`config.mk`:
```
export PLATFORM = sky130hd
export DESIGN_NAME = bcd_time_counter
export DESIGN_NICKNAME = d
export VERILOG_FILES = /design/src/rtl/time_pkg.sv /design/src/rtl/bcd_mod_cnt.sv /design/src/rtl/bcd_time_counter.sv
export SDC_FILE = /design/constraint.sdc
export NUM_CORES = 1
export LEC_CHECK = 0
export CAP_MARGIN = 20
export CORE_ASPECT_RATIO = 0.5
export CORE_MARGIN = 1.5
export CORE_UTILIZATION = 30
export CTS_CLUSTER_SIZE = 25
export DETAILED_ROUTE_END_ITERATION = 8
export SLEW_MARGIN = 20
export SYNTH_ARGS = -nofsm -noshare
export SYNTH_HDL_FRONTEND = slang
export SYNTH_HIERARCHICAL = 1
export SYNTH_SLANG_ARGS = --single-unit
```
`constraint.sdc`:
```
create_clock -name clk_in -period 9.8 [get_ports clk_in]
set_clock_uncertainty 0.15 [all_clocks]
set_input_delay 2.45 -clock clk_in [delete_from_list [all_inputs] [get_ports clk_in]]
set_output_delay 2.45 -clock clk_in [all_outputs]
set_load 0.02 [all_outputs]
```
`src/rtl/time_pkg.sv`:
```
// Shared BCD types, constants and helpers for the time-of-day counter.
package time_pkg;

    localparam int unsigned BCD_DIGIT_W = 4;
    localparam int unsigned BCD_PAIR_W  = 2 * BCD_DIGIT_W;

    typedef logic [BCD_DIGIT_W-1:0] bcd_digit_t;

    typedef struct packed {
        bcd_digit_t tens;
        bcd_digit_t units;
    } bcd2_t;

    typedef enum logic {
        S_IDLE = 1'b0,
        S_ACK  = 1'b1
    } ld_state_t;

    localparam bcd2_t      BCD_59        = 8'h59;
    localparam bcd_digit_t SEC_DIGIT_MAX = 4'd9;

    // True when both digits are decimal and the pair does not exceed max.
    function automatic logic bcd_valid(input bcd2_t value, input bcd2_t max);
        return (value.tens <= SEC_DIGIT_MAX) && (value.units <= SEC_DIGIT_MAX) &&
               ({value.tens, value.units} <= {max.tens, max.units});
    endfunction

    function automatic bcd2_t bcd_inc(input bcd2_t v);
        bcd2_t r;
        if (v.units == SEC_DIGIT_MAX) begin
            r.tens  = v.tens + 4'd1;
            r.units = 4'd0;
        end else begin
            r.tens  = v.tens;
            r.units = v.units + 4'd1;
        end
        return r;
    endfunction

    function automatic bcd2_t to_bcd(input int unsigned v);
        bcd2_t r;
        r.tens  = BCD_DIGIT_W'(v / 10);
        r.units = BCD_DIGIT_W'(v % 10);
        return r;
    endfunction

endpackage

```
`src/rtl/bcd_mod_cnt.sv`:
```
// Two-digit BCD modulo counter; wraps to 00 after {TENS_MAX, UNITS_MAX_AT_TOP}.
module bcd_mod_cnt #(
    parameter int unsigned TENS_MAX         = 5,
    parameter int unsigned UNITS_MAX_AT_TOP = 9
) (
    input  logic       clk_in,
    input  logic       rst,
    input  logic       inc,
    input  logic       load,
    input  logic [7:0] load_val,
    output logic [7:0] value,
    output logic       wrap_c
);
    import time_pkg::*;

    localparam bcd2_t TOP = {BCD_DIGIT_W'(TENS_MAX), BCD_DIGIT_W'(UNITS_MAX_AT_TOP)};

    bcd2_t value_q;
    logic  at_top_c;

    assign at_top_c = (value_q == TOP);
    assign wrap_c   = inc && at_top_c;
    assign value    = value_q;

    // Load has priority over increment.
    always_ff @(posedge clk_in or posedge rst) begin
        if (rst) begin
            value_q <= '0;
        end else if (load) begin
            value_q <= load_val;
        end else if (inc) begin
            value_q <= at_top_c ? bcd2_t'('0) : bcd_inc(value_q);
        end
    end

endmodule

```
`src/rtl/bcd_time_counter.sv`:
```
// HH:MM:SS BCD time-of-day counter with req/ack time load and run/pause.
// Optional alarm (ports alarm_set/alarm_hh/alarm_mm/alarm_out) built when TIME_ALARM_EN is defined.
module bcd_time_counter #(
    parameter int unsigned TICK_DIV = 1,
    parameter int unsigned HOUR_MAX = 23
) (
    input  logic       clk_in,
    input  logic       rst,
    input  logic       tick_in,
    input  logic       run,
    input  logic       load_req,
    input  logic [7:0] load_hh,
    input  logic [7:0] load_mm,
    input  logic [7:0] load_ss,
    output logic       load_ack,
    output logic       load_err,
    output logic [7:0] hh_bcd,
    output logic [7:0] mm_bcd,
    output logic [7:0] ss_bcd,
    output logic       min_pulse,
    output logic       day_pulse
`ifdef TIME_ALARM_EN
    ,
    input  logic       alarm_set,
    input  logic [7:0] alarm_hh,
    input  logic [7:0] alarm_mm,
    output logic       alarm_out
`endif
);
    import time_pkg::*;

    localparam int unsigned           PRESC_W    = 8;
    localparam logic [PRESC_W-1:0]    PRESC_TOP  = PRESC_W'(TICK_DIV - 1);
    localparam bcd2_t                 HH_MAX_BCD = to_bcd(HOUR_MAX);

    ld_state_t          state_q, state_d;
    logic               ack_d;
    logic               capture_c;
    logic               load_ok_c;
    logic               do_load_c;
    logic [PRESC_W-1:0] presc_q;
    logic               tick_cnt_c;
    logic               step_c;
    logic               step_en_c;
    logic               ss_wrap_c, mm_wrap_c, hh_wrap_c;

    // Load handshake: one capture per request, ack held until req drops.
    always_comb begin
        state_d   = state_q;
        ack_d     = 1'b0;
        capture_c = 1'b0;
        case (state_q)
            S_IDLE: begin
                if (load_req) begin
                    state_d   = S_ACK;
                    ack_d     = 1'b1;
                    capture_c = 1'b1;
                end
            end
            S_ACK: begin
                if (load_req) begin
                    ack_d = 1'b1;
                end else begin
                    state_d = S_IDLE;
                end
            end
            default: state_d = S_IDLE;
        endcase
    end

    always_ff @(posedge clk_in or posedge rst) begin
        if (rst) begin
            state_q  <= S_IDLE;
            load_ack <= 1'b0;
        end else begin
            state_q  <= state_d;
            load_ack <= ack_d;
        end
    end

    assign load_ok_c = bcd_valid(load_hh, HH_MAX_BCD) &&
                       bcd_valid(load_mm, BCD_59) &&
                       bcd_valid(load_ss, BCD_59);
    assign do_load_c = capture_c && load_ok_c;

    // Prescaler; any capture discards a coincident second step.
    assign tick_cnt_c = run && tick_in;
    assign step_c     = tick_cnt_c && (presc_q == PRESC_TOP);
    assign step_en_c  = step_c && !capture_c;

    always_ff @(posedge clk_in or posedge rst) begin
        if (rst) begin
            presc_q <= '0;
        end else if (do_load_c) begin
            presc_q <= '0;
        end else if (tick_cnt_c) begin
            presc_q <= step_c ? '0 : presc_q + PRESC_W'(1);
        end
    end

    bcd_mod_cnt #(.TENS_MAX(5), .UNITS_MAX_AT_TOP(9)) u_ss (
        .clk_in   (clk_in),
        .rst      (rst),
        .inc      (step_en_c),
        .load     (do_load_c),
        .load_val (load_ss),
        .value    (ss_bcd),
        .wrap_c   (ss_wrap_c)
    );

    bcd_mod_cnt #(.TENS_MAX(5), .UNITS_MAX_AT_TOP(9)) u_mm (
        .clk_in   (clk_in),
        .rst      (rst),
        .inc      (ss_wrap_c),
        .load     (do_load_c),
        .load_val (load_mm),
        .value    (mm_bcd),
        .wrap_c   (mm_wrap_c)
    );

    bcd_mod_cnt #(.TENS_MAX(HOUR_MAX / 10), .UNITS_MAX_AT_TOP(HOUR_MAX % 10)) u_hh (
        .clk_in   (clk_in),
        .rst      (rst),
        .inc      (mm_wrap_c),
        .load     (do_load_c),
        .load_val (load_hh),
        .value    (hh_bcd),
        .wrap_c   (hh_wrap_c)
    );

    always_ff @(posedge clk_in or posedge rst) begin
        if (rst) begin
            load_err  <= 1'b0;
            min_pulse <= 1'b0;
            day_pulse <= 1'b0;
        end else begin
            load_err  <= capture_c && !load_ok_c;
            min_pulse <= ss_wrap_c;
            day_pulse <= hh_wrap_c;
        end
    end

`ifdef TIME_ALARM_EN
    bcd2_t alarm_hh_q, alarm_mm_q;
    bcd2_t mm_next_c, hh_next_c;
    logic  alarm_hit_c;

    // Predict the post-step time so the pulse lines up with the step edge.
    always_comb begin
        mm_next_c   = mm_wrap_c ? bcd2_t'('0) : bcd_inc(mm_bcd);
        hh_next_c   = hh_wrap_c ? bcd2_t'('0) : (mm_wrap_c ? bcd_inc(hh_bcd) : bcd2_t'(hh_bcd));
        alarm_hit_c = ss_wrap_c && (mm_next_c == alarm_mm_q) && (hh_next_c == alarm_hh_q);
    end

    always_ff @(posedge clk_in or posedge rst) begin
        if (rst) begin
            alarm_hh_q <= '0;
            alarm_mm_q <= '0;
            alarm_out  <= 1'b0;
        end else begin
            if (alarm_set && bcd_valid(alarm_hh, HH_MAX_BCD) && bcd_valid(alarm_mm, BCD_59)) begin
                alarm_hh_q <= alarm_hh;
                alarm_mm_q <= alarm_mm;
            end
            alarm_out <= alarm_hit_c;
        end
    end
`endif

endmodule
```
==> flow_results.org, run 1 <==
** Finish
- In the final layout, the share of cells above drive strength 1 is 0.0782.
- Total area of sequential cells :: 901 µm²
- Final core area utilization :: 0.425
- In the final design database the tool counted 349 nets.
- Number of filler cells placed in the layout :: 724
- The number of antenna diodes in the final layout is 0.
- With fillers left out, the area of the finished cells amounts to 3170 µm².
- Relative to the synthesized area, the layout overhead comes to 34.6%.
- Multi-input gate area :: 1330 µm²

** STA
- The total count of hold-check failures in the final report was 0.
- Slew headroom :: 0.324
- Setup repair after global routing left no endpoint under its margin.
- Setup violations remaining at the end of the flow were counted as 0.
- Timing would allow up to 158 MHz.
- Final Cycle Share :: 0.646
- The worst path needs 6.33 ns of the cycle, external delays included.
- Max Slew Vio Count :: 0
- At the pin with the least slew margin, the transition time is 1.01 ns.
- Setup Total Neg Slack :: 0 ns

** Critical path
- The worst setup path is captured at a register.
- Crit Path Category :: in -> reg
- Data arrives at the worst endpoint at 6.37 ns.
- Data required time of the critical path :: 9.84 ns
- Along the worst path, the maximum fanout reaches 11.
- Critical path launch point type :: input pin

** Route
- Post-detailed-route via-to-cell ratio :: 5.05
- For this block, the via count after detailed routing is 2094.
- Before antenna repair, the detailed router went through 4 iterations.
- Avg WL per Cell :: 14.3 µm
- Total detailed-routing wirelength :: 5940 µm
- DRC violation total after the first TritonRoute iteration :: 173
- After detailed routing, the number of remaining DRC violations is 0.
- Post-route ant nets :: 0

** Yosys
- Averaged over all synthesized cells, the footprint is 9.46 µm².
- Post-synthesis instance total :: 249
- Post-synthesis cell type with the largest combined area :: sky130_fd_sc_hd__dfrtp_1
- Most frequently used flop master after synthesis :: sky130_fd_sc_hd__dfrtp_1
- Yosys warns :: 6
- Share of flip-flops with an asynchronous set or reset after synthesis :: 1.00
- The share of the Yosys chip area taken by registers is 0.382.
- In this run, distinct cell masters in the synthesized netlist total 63.
- Number of synthesized flops with an enable pin :: 0
- Flip-flop and latch count after synthesis :: 36
- Of the post-synthesis cell area, the dominant cell type holds 0.382.
- Synth Net Count :: 292
- The cell area that synthesis handed to floorplanning was 2360 µm².
- Sorting the synthesized cells by area gives the leading types as sky130_fd_sc_hd__dfrtp_1 (38%), sky130_fd_sc_hd__ha_1 (7.4%), sky130_fd_sc_hd__a21oi_1 (3.4%).

** CTS
- Reg clk slew, reported paths :: 0.05 ns
- Clock tree synthesis selected as its root buffer the cell sky130_fd_sc_hd__clkbuf_16.
- The later pin in the worst-skew pair is clocked with a latency of 0.28 ns.
- The clock passes through at most 2 buffers.
- The clock tree synthesis step divided the H-tree into 2 levels.
- Clock buffer count from CTS :: 5
- The tree built by TritonCTS fans out to 36 sinks.
- After clock tree synthesis, the setup repair step added 0 buffers.
- # resized after CTS :: 0
- The number of hold buffers added after CTS was 0.
- Clock tree from TritonCTS :: yes

** Global route
- Antenna violations before repair :: 0
- Pin count of the biggest net entering global routing :: 29
- Combined global-route utilization of all metal layers :: 0.145
- For this run, global-route usage on met2 was measured as 0.243.
- In this run the most used layer during global routing was met2.
- Total congestion overflow after global routing :: 0
- Met1 usage :: 0.193
- The number of global-route vias before repair came to 2018.
- GR met3 Demand/Resource :: 0.0301
- The first global-routing pass estimated 9650 µm of wire.

** Die
- The floorplan step defined a die boundary enclosing 8430 µm².
- Area inside the core boundary :: 7460 µm²
- From bottom edge to top edge, the die measures 65.7 µm.
- Die Width :: 128 µm
- Effective utilization at floorplan :: 0.316
- In this run the count of I/O pins placed on the die edge is 57.
- Row generation in the floorplan step produced 22 rows.

** Placed design
- Number of port buffers :: 56
- Placed inst area :: 3010 µm²
- At the end of routability-driven placement, the weighted congestion stood at 0.854.
- Once detailed placement completed, the half-perimeter wirelength came to 4470 µm.

** Min path
- Type of the tightest min-delay check :: reg -> reg

** Power and ir drop
- Overall power :: 569 µW
- In this run the static leakage power is 0.00134 µW.
- Power spread over the standard cell area amounts to 179 nW/µm².
- Worst-case vdd ir drop :: 0.0832 mV

** Outcome
- Run status :: completed

** Flow run
- Max-Cap Viols :: 0
-- worst max-delay path: stages --
cell and delay, ns:
sky130_fd_sc_hd__clkdlybuf4s50_1 0.51, sky130_fd_sc_hd__and2_1 0.22, sky130_fd_sc_hd__nand3_1 0.16, sky130_fd_sc_hd__nor2b_1 0.45, sky130_fd_sc_hd__nand4b_2 0.32, sky130_fd_sc_hd__nor2b_1 0.62
sky130_fd_sc_hd__nand4b_1 0.36, sky130_fd_sc_hd__nor2_1 0.50, sky130_fd_sc_hd__inv_1 0.20, sky130_fd_sc_hd__or3_1 0.39, sky130_fd_sc_hd__a32oi_1 0.19
-- Yosys cell counts (5+ instances only) --
| cell type | number |
|---|---|
| sky130_fd_sc_hd__ha_1 | 14 |
| sky130_fd_sc_hd__inv_1 | 18 |
| sky130_fd_sc_hd__nand4_1 | 7 |
| sky130_fd_sc_hd__nand2_1 | 18 |
| sky130_fd_sc_hd__dfrtp_1 | 36 |
| sky130_fd_sc_hd__xor2_1 | 6 |
| sky130_fd_sc_hd__nor2_1 | 14 |
| sky130_fd_sc_hd__nand3b_1 | 6 |
| sky130_fd_sc_hd__o21ai_0 | 9 |
| sky130_fd_sc_hd__mux2i_1 | 5 |
| sky130_fd_sc_hd__a21oi_1 | 16 |
| sky130_fd_sc_hd__nor2b_1 | 8 |
| sky130_fd_sc_hd__nand3_1 | 9 |
-- through the flow --
step	hold slack (ns)	worst slack, ns	cells
detailed placement	0.398	3.25	407
global route	0.412	2.98	415
finish	0.405	3.47	415
CTS	0.409	3.50	415
global placement	0.374	3.53	407
floorplan	0.356	4.82	249
-- final timing paths --
check / startpoint / endpoint / slack (ns) / cells after the start
setup / recovery: tick_in / u_hh/value[5] / 3.47 / 11
hold reg to reg: presc_q[7] / presc_q[7] / 0.41 / 2
setup reg to reg: presc_q[0] / u_hh/value[5] / 5.41 / 12
hold / removal: presc_q[7] / presc_q[7] / 0.41 / 2
min in group asynchronous: rst / u_mm/value[5] / 2.39 / 2
max in group asynchronous: rst / day_pulse / 6.74 / 2
-- sequential cells by signal (all words and copies together), names as in the netlist --
| signal | cells |
|---|---|
| day_pulse | 1 |
| load_err | 1 |
| u_mm/value | 8 |
| min_pulse | 1 |
| presc_q | 8 |
| u_ss/value | 8 |
| u_hh/value | 8 |
| state_q | 1 |
-- power by group --
part	internal (µW)	total, µW	switching, µW
clock	120	178	58.9
sequential	176	215	39.3
combinational	90.2	175	84.7
-- layer usage --
layer / wire length (µm) / up-vias
met3: 179 / 4
met4: 27 / 0
met2: 2820 / 34
li1: - / 1023
met1: 2920 / 1033
met5: 0 / -
-- placed cells by master (no fill, tap or decap), types with 6 or more instances in the layout --
cell type                         Yosys  routed
sky130_fd_sc_hd__xor2_1               6       6
sky130_fd_sc_hd__nor2_1              14      14
sky130_fd_sc_hd__nand3b_1             6       6
sky130_fd_sc_hd__clkdlybuf4s50_1      0      56
sky130_fd_sc_hd__nor2b_1              8       8
sky130_fd_sc_hd__nand4_1              7       7
sky130_fd_sc_hd__a21oi_1             16      16
sky130_fd_sc_hd__o21ai_0              9       9
sky130_fd_sc_hd__dfrtp_1             36      36
sky130_fd_sc_hd__ha_1                14      14
sky130_fd_sc_hd__nand2_1             18      18
sky130_fd_sc_hd__inv_1               18      18
sky130_fd_sc_hd__nand3_1              9       9
-- logic make-up after synthesis --
family          synth area share
mux                       0.0260
simple gates               0.256
flops                      0.382
xor+xnor                  0.0335
buf+inv                   0.0526
compound gates             0.175
fa+ha+maj                 0.0744
-- cell type report --
cell class,instances,share of cell area
multi-input combinational,187,0.420
sequential,36,0.284
timing repair buffer,57,0.179
tap,108,0.0426
clock buffer,6,0.0406
inverter,19,0.0229
clock inverter,2,0.0110
(Power assumes the default switching activity.)
==> run 2: changes to the inputs <==
==> constraint.sdc (replaced) <==
create_clock -name clk_in -period 6.49 [get_ports clk_in]
set_clock_uncertainty 0.15 [all_clocks]
set_input_delay 1.6225 -clock clk_in [delete_from_list [all_inputs] [get_ports clk_in]]
set_output_delay 1.6225 -clock clk_in [all_outputs]
set_load 0.02 [all_outputs]
==> run 2 against run 1 <==
Against the previous run: sequential power rose by 51%; highest routed layer unchanged; largest cell class unchanged; non-clock buffer count rose by 2; setup slack got worse by 2.1 ns; wire length fell by 0.66%; global-route usage rose by 0.17 points; critical path depth rose by 1.
==> flow_results.org, run 2 (same netlist as run 1, synthesis figures left out) <==
** Global route
- Combined global-route utilization of all metal layers :: 0.147 (+0.00172)
- Pin count of the biggest net entering global routing :: 28 (-3.4%)
- Wire length of the first global-routing pass :: 9720 µm (+0.72%)
- Met1 usage :: 0.193 (+0.000212)
- The remaining global-route overflow came to 0 (unchanged).
- Antenna violations before repair :: 0 (unchanged)
- The met2 routing resource usage after global routing was 0.241 (-0.00202).
- Most used routing layer :: met2
- The global-route met3 utilization came to 0.0375 (+0.00733).
- Number of global-route vias before repair :: 2049 (+1.5%)

** Placed design
- The placed instance count came to 409 (+0.49%).
- Gpl congestion :: 0.889 (+4.1%)
- Number of port buffers :: 56 (unchanged)
- The placed instance area is 3020 µm² (+0.50%).
- The HPWL reported at the end of detailed placement is 4460 µm (-0.23%).
- The pre-CTS worst setup slack is 1.10 ns (-2.15 ns).

** Critical path
- Traced cell by cell, the critical path runs through clkdlybuf4s50_1 > and2_1 > nand3_1 > nor2b_1 > nand4b_2 > nor2b_1 > buf_4 > nand4b_1 > nor2_1 > inv_1 > or3_1 > a32oi_1.
- The worst setup path is of the in -> reg kind.
- Maximum fanout along the worst path :: 11 (unchanged)
- In this run the worst setup path begins at run.
- The worst setup path is captured at a register.
- Number of cells traversed by the worst register-to-register path :: 13 (+1)
- The endpoint identified for the worst register-to-register timing path is u_hh/value[5].
- Termination of the worst setup path :: u_hh/value[5]
- In this design, the critical path's most frequently occurring cell is sky130_fd_sc_hd__nor2b_1.
- The internal reg-to-reg setup slack was 2.49 ns (-2.92 ns).
- Startpoint of the worst-slack reg-to-reg timing path :: presc_q[0]
- The required arrival time at the worst endpoint came to 6.53 ns (-3.31 ns).
- Delay of the slowest critical-path stage :: 0.51 ns (-0.11 ns)
- Cell type of the slowest stage on the worst timing path :: sky130_fd_sc_hd__clkdlybuf4s50_1
- The worst endpoint data arrival time was 5.18 ns (-1.19 ns).
- STA classifies the critical path startpoint as an input pin.

** STA
- Setup repair after global routing left no endpoint under its margin.
- Setup Total Neg Slack :: 0 ns (unchanged)
- Final Cycle Share :: 0.792
- The total count of hold-check failures in the final report was 0 (unchanged).
- Transition time of the tightest slew-check pin :: 0.506 ns (-0.505 ns)
- The normalized max-slew margin is 0.662 (+0.338).
- Final number of setup-violating endpoints :: 0 (unchanged)
- The final worst-path setup slack was 1.35 ns (-2.12 ns).
- The final-report max-slew violation count was 0 (unchanged).
- For the finished layout, the period the worst path requires is 5.14 ns.
- Static timing analysis puts the maximum clock frequency at 195 MHz.

** Route
- DRC violation total after the first TritonRoute iteration :: 155 (-10%)
- Post-detailed-route via-to-cell ratio :: 4.98 (-1.2%)
- Via total after detailed routing :: 2078 (-0.76%)
- The final antenna-violating net count came to 0 (unchanged).
- Router iterations before antenna repair :: 5 (+1)
- The average detailed-routed wire length per instance was 14.2 µm (-1.1%).
- The sum of routed wire length over all layers was 5900 µm (-0.66%).
- The number of remaining DRC errors came to 0 (unchanged).

** Finish
- Number of nets at the end of the flow :: 351 (+0.57%)
- The cell area after layout is 3170 µm² (about the same).
- In the layout the commonest cells are sky130_fd_sc_hd__clkdlybuf4s50_1 (56), sky130_fd_sc_hd__dfrtp_1 (36), sky130_fd_sc_hd__nand2_1 (18), sky130_fd_sc_hd__inv_1 (18), sky130_fd_sc_hd__a21oi_1 (16).
- Final core area utilization :: 0.425 (about the same)
- Commonest non-fill, non-tap cell in the layout :: sky130_fd_sc_hd__clkdlybuf4s50_1
- Area added between synthesis and finish :: 34.7% (about the same)
- The antenna diode count was 0 (unchanged).
- The fraction of final layout cells with drive strength greater than 1 is 0.0841 (+0.00597).
- Layout Cells excl Fill :: 417 (+0.48%)

** CTS
- The number of buffers created by CTS was 5 (unchanged).
- Postcts setup bufs :: 0 (unchanged)
- Clock tree from TritonCTS :: yes
- Clock root buffer :: sky130_fd_sc_hd__clkbuf_16
- The clock transition at the registers of the reported paths came to 0.06 ns (about the same).
- # resized after CTS :: 0 (unchanged)
- The insertion delay of the later-clocked pin in the worst-skew pair came to 0.28 ns (about the same).
- The buffer depth of the longest clock path came to 2 (unchanged).
- The number of clock sinks was 36 (unchanged).
- The number of hold-repair buffers added at the cts stage came to 0 (unchanged).
- The H-tree depth is 2 (unchanged).

** Die
- Die Width :: 128 µm (unchanged)
- Cell row count :: 22 (unchanged)
- The vertical die dimension is 65.7 µm (unchanged).
- The starting utilization of the core area is 0.316 (unchanged).
- The area of the placeable core is 7460 µm² (unchanged).
- The floorplan die area came to 8430 µm² (unchanged).
- I/O Pins :: 57 (unchanged)

** Outcome
- The run finished with clean final reports.

** Power and ir drop
- Total power divided by cell area :: 263 nW/µm² (+47%)
- The static leakage power is 0.00134 µW (about the same).
- The largest voltage drop on the vdd net was 0.144 mV (+73%).

** Min path
- The path class of the tightest hold or removal check is reg -> reg.

** Flow run
- Max-Cap Viols :: 0 (unchanged)
[run 2: changes by cell type in the layout (fill, tap and decap cells not counted), sizes merged]
cell      previous run  this run
buf                  1         3
clkinvlp             0         1
bufinv               1         0
clkinv               2         1
clkbuf               6         7
[run 2: final cells by class]
type	instances	area, µm²
Clock buffer	7	143
Clock inverter	1	7.51
Fill cell	718	4290
Inverter	19	72.6
Multi-Input combinational cell	187	1330
Sequential cell	36	901
Tap cell	108	135
Timing Repair Buffer	59	583
[run 2: stage by stage]
| step | hold slack, ns | total power (µW) |
|---|---|---|
| final | 0.406 | 834 |
| after global placement | 0.372 | 582 |
| after global routing | 0.423 | 891 |
| after CTS | 0.406 | 844 |
| after floorplan | 0.356 | 471 |
| after detailed placement | 0.392 | 591 |
[run 2: worst min-delay path by stage]
stage	cells after the start	from	end
2_1_floorplan	2	presc_q[7]	presc_q[7]
3_3_place_gp	2	presc_q[7]	presc_q[7]
3_5_place_dp	2	presc_q[7]	presc_q[7]
4_1_cts	2	presc_q[7]	presc_q[7]
5_1_grt	2	presc_q[7]	presc_q[7]
6_report	2	presc_q[7]	presc_q[7]
[run 2: power by group]
part | total (µW) | internal [µW] | switching, µW
combinational | 263 | 136 | 127
clock | 247 | 153 | 93.9
sequential | 324 | 266 | 58.2
[run 2: worst max-delay path: cells and delay by family]
kind	cells	cell delay, ns
AND/OR/NAND/NOR	8	2.46
AO/OA/AOI/OAI	1	0.19
buffers and inverters	3	0.90
[run 2: layer usage]
metal	share of wire	vias to the layer above	routed length, µm
met5	0	-	0
met4	0.0086	0	51
met3	0.031	7	185
met2	0.46	47	2740
met1	0.50	999	2930
li1	-	1025	-
==> run 3: changes to the inputs <==
==> constraint.sdc (replaced) <==
create_clock -name clk_in -period 4.4 [get_ports clk_in]
set_clock_uncertainty 0.15 [all_clocks]
set_input_delay 1.1 -clock clk_in [delete_from_list [all_inputs] [get_ports clk_in]]
set_output_delay 1.1 -clock clk_in [all_outputs]
set_load 0.02 [all_outputs]
==> run 3 against run 2 <==
Against the previous run: wire length up 2.2%; setup slack worse by 0.79 ns; non-clock buffer count up 4; highest routed layer unchanged; largest power group unchanged; via count down 0.14%; clock power up 66%; sequential share of layout area down 0.42 points; combinational power up 46%; cell area up 1.5%; critical path depth unchanged; register-to-register slack worse by 1.3 ns; first-iteration DRC count down 56%; cell count up 0.96%.
==> flow_results.org, run 3 (same netlist as run 1, synthesis figures left out) <==
** CTS
- The clock transition at the registers of the reported paths is 0.06 ns (about the same).
- The number of buffers created by CTS came to 5 (unchanged).
- Clock root buffer :: sky130_fd_sc_hd__clkbuf_16
- The number of resized instances in the post-cts repair step was 0 (unchanged).
- The number of clock sinks is 36 (unchanged).
- The H-tree depth is 2 (unchanged).
- Postcts setup bufs :: 0 (unchanged)
- The number of hold-repair buffers added at the cts stage was 0 (unchanged).
- The buffer depth of the longest clock path was 2 (unchanged).
- Clock tree from TritonCTS :: yes
- Clock insertion delay at the later pin of the skew report :: 0.28 ns (about the same)

** Finish
- Fraction of layout cells with a size suffix above 1 :: 0.0990 (+0.0149)
- The library cell used most frequently in the layout, excluding fill and tap cells, is sky130_fd_sc_hd__clkdlybuf4s50_1.
- Leading cell types in the layout, fill and taps excluded :: sky130_fd_sc_hd__clkdlybuf4s50_1 (56), sky130_fd_sc_hd__dfrtp_1 (36), sky130_fd_sc_hd__nand2_1 (18), sky130_fd_sc_hd__inv_1 (18), sky130_fd_sc_hd__a21oi_1 (16)
- From synthesis to final layout, the design area changed by 36.7%.
- Number of nets at the end of the flow :: 355 (+1.1%)
- Layout Cells excl Fill :: 421 (+0.96%)
- The antenna diode count is 0 (unchanged).

** Die
- The starting utilization of the core area was 0.316 (unchanged).
- The floorplan die area came to 8430 µm² (unchanged).
- The number of top-level design ports came to 57 (unchanged).
- Die Span Y :: 65.7 µm (unchanged)
- Area inside the core boundary :: 7460 µm² (unchanged)
- The width of the chip was 128 µm (unchanged).
- Cell row count :: 22 (unchanged)

** Global route
- The number of global-route vias before repair is 2010 (-1.9%).
- The initial antenna violation count came to 0 (unchanged).
- The overall track demand over capacity in global routing is 0.151 (+0.00413).
- The maximum number of pins on one net before global-route repair was 21 (-25%).
- The global-route wire length before repair was 9980 µm (+2.8%).
- The remaining global-route overflow is 0 (unchanged).

** Critical path
- Number of cells traversed by the worst register-to-register path :: 13 (unchanged)
- The worst endpoint data arrival time is 3.88 ns (-1.30 ns).
- Data required time of the critical path :: 4.44 ns (-2.09 ns)
- The top fanout value on the critical path was 6 (-5).
- Reg2Reg Capture Point :: u_hh/value[5]
- The worst setup path is of the in -> reg kind.
- In this run the critical register-to-register path is launched from presc_q[0].
- STA classifies the critical path startpoint as an input pin.
- The internal reg-to-reg setup slack was 1.23 ns (-1.26 ns).
- The worst setup path is captured at a register.

** Power and ir drop
- Switching power :: 415 µW (+49%)
- Switching fraction of total power :: 0.326 (-0.00912)
- Design internal power :: 859 µW (+55%)
- The largest voltage drop on the vdd net is 0.173 mV (+20%).
- The power per cell area was 396 nW/µm² (+51%).
- The clock share of power was 0.321 (+0.025).
- Share of power burned in registers :: 0.377 (-0.011)
- Gate power share :: 0.302 (-0.014)
- The static leakage power was 0.00137 µW (+2.3%).

** Route
- Post-route ant nets :: 0 (unchanged)
- Avg WL per Cell :: 14.3 µm (+1.2%)
- DRC violation total after the first TritonRoute iteration :: 68 (-56%)
- Via total after detailed routing :: 2075 (-0.14%)
- Post-detailed-route via-to-cell ratio :: 4.93 (-1.1%)
- Total detailed-routing wirelength :: 6030 µm (+2.2%)
- The number of remaining DRC errors was 0 (unchanged).
- The number of iterations in the first detailed-routing pass is 4 (-1).

** Min path
- In this run the most critical hold path is launched from presc_q[4].
- The cell count of the worst hold path was 2 (unchanged).
- The worst hold path terminates at presc_q[4].
- Type of the tightest min-delay check :: reg -> reg

** Placed design
- The count of input and output buffers was 56 (unchanged).
- The placed instance count was 413 (+0.98%).
- The routability-driven placement congestion ratio was 0.864 (-2.8%).
- The pre-CTS worst setup slack is 0.292 ns (-0.807 ns).
- Placed wire-length estimate :: 4640 µm (+3.9%)

** STA
- Static timing analysis puts the maximum clock frequency at 261 MHz.
- The actual transition at the worst max-transition pin is 0.443 ns (-0.0627 ns).
- Final count of hold timing violations :: 0 (unchanged)
- The final worst-path setup slack came to 0.568 ns (-0.785 ns).
- The final hold slack came to 0.412 ns (+0.00646 ns).
- The normalized max-slew margin was 0.697 (+0.0348).
- Setup Total Neg Slack :: 0 ns (unchanged)
- The final-report max-slew violation count is 0 (unchanged).
- Final number of setup-violating endpoints :: 0 (unchanged)
- Tmin final :: 3.83 ns
- Of the available clock period, the critical path in the final layout requires 0.871.
- Setup repair after global routing left no endpoint under its margin.

** Outcome
- The run finished with clean final reports.

** Flow run
- The count of maximum capacitance violations came to 0 (unchanged).
==> run 3: worst max-delay path by stage <==
stage,startpoint,endpoint
after floorplan,run,u_hh/value[3]
after global placement,run,u_hh/value[5]
after detailed placement,tick_in,u_hh/value[5]
after CTS,tick_in,u_hh/value[5]
after global routing,tick_in,u_hh/value[5]
final,tick_in,u_hh/value[5]
==> run 3: routing by layer <==
metal,routed length [µm],track usage
met5,0,0
met4,38,0.0379
met2,2810,0.253
met3,189,0.0334
met1,2990,0.199
==> run 3: worst max-delay path: stages <==
cell and delay (ns):
sky130_fd_sc_hd__clkdlybuf4s50_1 0.51, sky130_fd_sc_hd__and2_1 0.22, sky130_fd_sc_hd__nand3_1 0.16, sky130_fd_sc_hd__nor2b_1 0.23
sky130_fd_sc_hd__nand4b_2 0.13, sky130_fd_sc_hd__nor2b_1 0.22, sky130_fd_sc_hd__nand4b_1 0.28, sky130_fd_sc_hd__nor2_1 0.20
sky130_fd_sc_hd__buf_4 0.16, sky130_fd_sc_hd__inv_1 0.10, sky130_fd_sc_hd__or3_1 0.35, sky130_fd_sc_hd__a32oi_1 0.20
==> run 3: final cells by class <==
type / count / area, µm²
fill: 734 / 4240
multi-input combinational: 187 / 1330
sequential: 36 / 901
timing repair buffer: 63 / 613
tap: 108 / 135
clock buffer: 5 / 125
inverter: 19 / 72.6
clock inverter: 3 / 42.5
==> run 3: power groups by stage <==
stage                     sequential (µW)  combinational [µW]  clock [µW]
after floorplan                       518                 177           0
after global placement                482                 380           0
after detailed placement              487                 387           0
after CTS                             482                 389         417
after global routing                  495                 426         433
final                                 480                 385         409
==> run 3: per-stage QoR <==
stage	utilization	area, µm²	power (µW)
2_1_floorplan	-	2360	695
3_3_place_gp	0.409	3050	862
3_5_place_dp	0.409	3050	874
4_1_cts	0.432	3220	1290
5_1_grt	0.432	3220	1350
6_report	0.432	3220	1270
